`src/rtl/seq_multiplier.sv`:
```
// Iterative RV32M multiplier (MUL/MULH/MULHSU/MULHU): multiplies operand magnitudes
// BITS_PER_CYCLE multiplier bits at a time, then applies the sign and selects a product half.
module seq_multiplier #(
   parameter int BITS_PER_CYCLE = 1
) (
   input  logic        clk,
   input  logic        rst,
   input  logic        start,
   input  logic        flush,
   input  logic [31:0] a,
   input  logic [31:0] b,
   input  logic        signed_a,
   input  logic        signed_b,
   input  logic        high,
   output logic        busy,
   output logic        done,
   output logic [31:0] result
);

   localparam int N  = 32 / BITS_PER_CYCLE;
   localparam int CW = (N > 1) ? $clog2(N) : 1;

   typedef enum logic [1:0] {IDLE, BUSY, DONE} state_t;

   state_t state, state_next;

   logic [63:0]   mcand_q;
   logic [31:0]   mag_b_q;
   logic [63:0]   acc_q;
   logic [CW-1:0] cnt_q;
   logic          neg_q;
   logic          high_q;

   logic          neg_a, neg_b;
   logic [31:0]   mag_a_in, mag_b_in;
   logic          accept, last;
   logic [BITS_PER_CYCLE-1:0] digit;
   logic [63:0]   addend, acc_sum, product;

   // Negating 0x80000000 yields 0x80000000, which read unsigned is exactly 2^31.
   assign neg_a    = signed_a & a[31];
   assign neg_b    = signed_b & b[31];
   assign mag_a_in = neg_a ? (~a + 32'd1) : a;
   assign mag_b_in = neg_b ? (~b + 32'd1) : b;

   assign accept = (state != BUSY) && start && !flush;
   assign last   = (state == BUSY) && (cnt_q == '0);

   // The multiplicand is pre-shifted each iteration so the addend needs no variable shift.
   assign digit   = mag_b_q[BITS_PER_CYCLE-1:0];
   assign addend  = mcand_q * {{(64-BITS_PER_CYCLE){1'b0}}, digit};
   assign acc_sum = acc_q + addend;
   assign product = neg_q ? (~acc_sum + 64'd1) : acc_sum;

   always_ff @(posedge clk) begin
      if (rst) begin
         state   <= IDLE;
         mcand_q <= '0;
         mag_b_q <= '0;
         acc_q   <= '0;
         cnt_q   <= '0;
         neg_q   <= 1'b0;
         high_q  <= 1'b0;
         result  <= '0;
      end else begin
         state <= state_next;
         if (accept) begin
            mcand_q <= {32'd0, mag_a_in};
            mag_b_q <= mag_b_in;
            acc_q   <= '0;
            cnt_q   <= CW'(N - 1);
            neg_q   <= neg_a ^ neg_b;
            high_q  <= high;
         end else if (state == BUSY) begin
            acc_q   <= acc_sum;
            mcand_q <= mcand_q << BITS_PER_CYCLE;
            mag_b_q <= mag_b_q >> BITS_PER_CYCLE;
            cnt_q   <= cnt_q - CW'(1);
            // The final sum is folded into the result on the same edge that enters DONE.
            if (last && !flush)
               result <= high_q ? product[63:32] : product[31:0];
         end
      end
   end

   always_comb begin
      state_next = state;
      case (state)
         IDLE, DONE: state_next = accept ? BUSY : IDLE;
         BUSY: begin
            if (flush)
               state_next = IDLE;
            else if (cnt_q == '0)
               state_next = DONE;
         end
         default: state_next = IDLE;
      endcase
   end

   assign busy = (state == BUSY);
   assign done = (state == DONE);

endmodule

```
`config.mk`:
```
export PLATFORM = sky130hd
export DESIGN_NAME = seq_multiplier
export DESIGN_NICKNAME = d
export VERILOG_FILES = /design/src/rtl/seq_multiplier.sv
export SDC_FILE = /design/constraint.sdc
export NUM_CORES = 1
export LEC_CHECK = 0
export BUFFER_PORTS_ARGS = -buffer_cell sky130_fd_sc_hd__clkbuf_2
export CAP_MARGIN = 5
export CORE_MARGIN = 1.5
export CORE_UTILIZATION = 45
export CTS_BUF_LIST = sky130_fd_sc_hd__clkbuf_4
export CTS_CLUSTER_SIZE = 40
export DETAILED_ROUTE_END_ITERATION = 6
export HOLD_SLACK_MARGIN = 0.06
export PLACE_DENSITY = 0.73
export SETUP_SLACK_MARGIN = 0.4
export SYNTH_ARGS = -nofsm -noshare
export SYNTH_HDL_FRONTEND = slang
export SYNTH_SLANG_ARGS = --single-unit
```
`constraint.sdc`:
```
create_clock -name clk -period 9.9 [get_ports clk]
set_clock_uncertainty 0.05 [all_clocks]
set_input_delay 0.99 -clock clk [delete_from_list [all_inputs] [get_ports clk]]
set_output_delay 0.99 -clock clk [all_outputs]
set_load 0.005 [all_outputs]
```
==> flow_metrics.py <==
metrics = {
    "power": {
        "power_switching_uw": 575,
        "max-vdd-ir-drop_mv": 0.0840,
        "p_leak_nw": 6.53,
        "combinationalPowerShare_pct": 15.2,
        "p_int_mw": 1.26,
        "sw_frac_of_total_pct": 31.4,
        "seq_power_share_pct": 46.2,
        "p_per_area_nw_per_um2": 106,
        "power_frac_clock_pct": 38.7,
    },
    "yosys": {
        "synth_edf_count": 0,
        "synth_fp_nets": 2380,
        "synth_top_area_share_pct": 25.1,
        "ys_ff_latch": 201,
        "post-synth-top-count-cell": "nand2_1",
        "synth_top_area_cell": "dfxtp_1",
        "synth-async-reset-ratio_pct": 0,
        "synthesis.area_um2": 16000,
        "synth_commonest_cells": "390 x nand2_1, 290 x a21oi_1, 201 x dfxtp_1",
        "yosysWarnings": 0,
        "ys_types": 100,
        "synthFlopType": "dfxtp_1",
        "synth_area_per_cell_um2": 7.15,
        "yosysSeqAreaShare_pct": 25.1,
        "synth_cells": 2240,
        "synth_area_leaders": "dfxtp_1 25%, nand2_1 9.1%, a21oi_1 9.1%",
    },
    "route": {
        "drc": 0,
        "vias": 17300,
        "routedWlPerCell_um": 20.9,
        "drt_iter0_drc": 1423,
        "ant_nets": 0,
        "drtPass1Iterations": 5,
        "postRouteWirelength_um": 57700,
        "vias_per_cell": 6.25,
        "met1_length_um": 25400,
        "dr_wl_met2_um": 26500,
        "met3_length_um": 3520,
        "highest-signal-layer": "met4",
    },
    "critical_path": {
        "worstPathMaxFanout": 65,
        "critPathKind": "reg -> reg",
        "path_buf_inv": 1,
        "startpoint_type": "flop",
        "critical-path-top-delay-family": "simple AND/OR/NAND/NOR gates",
        "critical-path-max-stage-delay_ns": 0.89,
        "cp.required_ns": 10.56,
        "cp.arrival_ns": 6.74,
        "critPathCaptureType": "flop",
        "crit_path_cell_trace": "buf_4 -> and2_1 -> ha_1 -> fa_1 -> a211oi_2 -> o21ai_1 -> xor2_1 -> or2_1 -> or2_0 -> nor3_1 -> nand4_1 -> nor4_2 -> nand4_2 -> or3_1 -> a311oi_1",
        "cp_slowest_cell": "nor4_2",
    },
    "timing": {
        "slew_headroom_pct": 19.9,
        "finalCritPeriodShare_pct": 61.5,
        "finalHoldViolCount": 0,
        "tns_ns": 0,
        "slew_violations": 0,
        "setup_viol": 0,
        "period_minus_slack_ns": 6.09,
        "worst_slew_pin_slew_ns": 1.20,
        "fmax_mhz": 164,
        "rsz0062_at_grt": "false",
    },
    "global_route": {
        "grt_usage_pct": 30.9,
        "grt_max_degree": 97,
        "antenna_found_initial": 1,
        "grt_pass1_vias": 16000,
        "grt_overflow_total": 0,
        "grt_first_pass_wirelength_um": 89500,
    },
    "layout": {
        "fin_nets": 2419,
        "syn2layout_area_growth_pct": 8.18,
        "final_area_um2": 17300,
        "layout-drive-gt1-share_pct": 11.7,
    },
    "clock_tree": {
        "cts_max_path_buffers": 3,
        "cts_tree": "done",
        "ctsHoldBuffers": 0,
        "postCtsSetupRepairBufs": 0,
        "post_cts_resized": 0,
        "cts_buffers": 57,
        "cts-root-buf": "clkbuf_4",
        "path_clk_slew_ns": 0.06,
        "htree_levels": 2,
        "cts.sink_count": 201,
        "clock_latency_ns": 0.82,
    },
    "placed_design": {
        "port_buffers": 104,
        "dpl_cell_area_um2": 16700,
        "gp_congestion": 1.04,
        "dp_hpwl_um": 43300,
    },
    "floorplan": {
        "dieWidth_um": 192,
        "core_area_um2": 34800,
        "die_area_um2": 36700,
        "num_rows": 68,
        "ios": 105,
        "initial_utilization_pct": 46.0,
        "die_h_um": 192,
    },
    "hold_path": {
        "hold_class": "reg -> reg",
    },
    "job": {
        "drv_cap": 0,
    },
    "outcome": {
        "status": "completed",
    },
}
[cells in the final DEF (no fill, tap or decap), types with 13 or more instances in the layout]
master and instances:
a31oi_1 22, o21ai_1 15, o211ai_1 20, a21oi_1 290, nand2_1 389, clkbuf_2 104, o31ai_1 22, nand4_1 48
nor2_1 180, clkbuf_4 72, inv_1 25, nor3_1 49, and2_1 77, xnor2_1 73, buf_4 20, a21o_1 17
o41ai_1 13, a211oi_1 23, or4_1 16, ha_1 68, xor2_1 56, clkinv_1 14, nor4_1 24, a22oi_1 69
o21ai_0 106, nand3_1 36, dfxtp_1 200, or3_1 22
[cells by family (layout without fill, tap and decap cells)]
logic type / after synthesis / count (layout) / share of synthesized area (%)
AOI/OAI and AO/OA: 722 / 722 / 29.0
xor gates and xnor gates: 129 / 129 / 7.06
adders and majority gates: 69 / 69 / 5.44
buffers and inverters: 172 / 241 / 4.34
DFF: 201 / 201 / 25.1
muxes: 14 / 14 / 0.906
other: 0 / 3 / 0
and+or+nand+nor: 933 / 933 / 28.1
[path summary, 6_finish.rpt]
path	start	to	slack, ns	cells past startpoint
hold reg to reg	mcand_q[43]	mcand_q[44]	0.34	2
setup reg to reg	mag_b_q[0]	result[27]	3.81	15
hold / removal	mcand_q[43]	mcand_q[44]	0.34	2
setup / recovery	mag_b_q[0]	result[27]	3.81	15
[worst reg2reg max path: stages, from the launching register on]
cell	delay [ns]
dfxtp_1	0.29
buf_4	0.30
and2_1	0.25
ha_1	0.22
fa_1	0.42
a211oi_2	0.31
o21ai_1	0.26
xor2_1	0.26
or2_1	0.30
or2_0	0.23
nor3_1	0.46
nand4_1	0.71
nor4_2	0.89
nand4_2	0.33
or3_1	0.44
a311oi_1	0.26
[layout make-up]
type | count | area [um2]
flip-flops and latches | 201 | 4030
inverters | 28 | 108
multi-input cells | 1867 | 11300
clock buffers | 72 | 541
clock inverters | 17 | 76.3
diodes | 3 | 7.51
repair buffers | 124 | 671
fillers | 3620 | 17500
well taps | 455 | 569
[state kept, by name (all words and copies together) (netlist names)]
register and count:
mcand_q 64, cnt_q 5, result 32, state 2
acc_q 64, high_q 1, mag_b_q 32, neg_q 1
[layer usage]
layer / up-vias / track usage (%)
met2: 683 / 50.6
met1: 8195 / 40.4
met3: 124 / 4.15
met4: 0 / 14.1
li1: 8290 / -
met5: - / 0
[per-stage QoR]
step           power, mW  util (%)  worst slack [ns]  hold slack, ns  std cells
2_1_floorplan       1.05         -              5.21           0.382       2240
3_3_place_gp        1.13      48.0              4.13           0.389       2675
3_5_place_dp        1.14      48.0              3.96           0.398       2675
4_1_cts             1.85      49.8              3.93           0.341       2764
5_1_grt             1.92      49.8              3.41           0.348       2766
6_report            1.83      49.8              3.81           0.338       2767
[power by group through the flow]
stage | registers [mW] | clock network, mW | logic [mW]
final | 0.846 | 0.708 | 0.278
after global routing | 0.847 | 0.766 | 0.304
after CTS | 0.845 | 0.729 | 0.275
after detailed placement | 0.863 | 0 | 0.274
after global placement | 0.863 | 0 | 0.268
after floorplan | 0.857 | 0 | 0.192
Note: power is estimated with default switching activity, not from simulation.
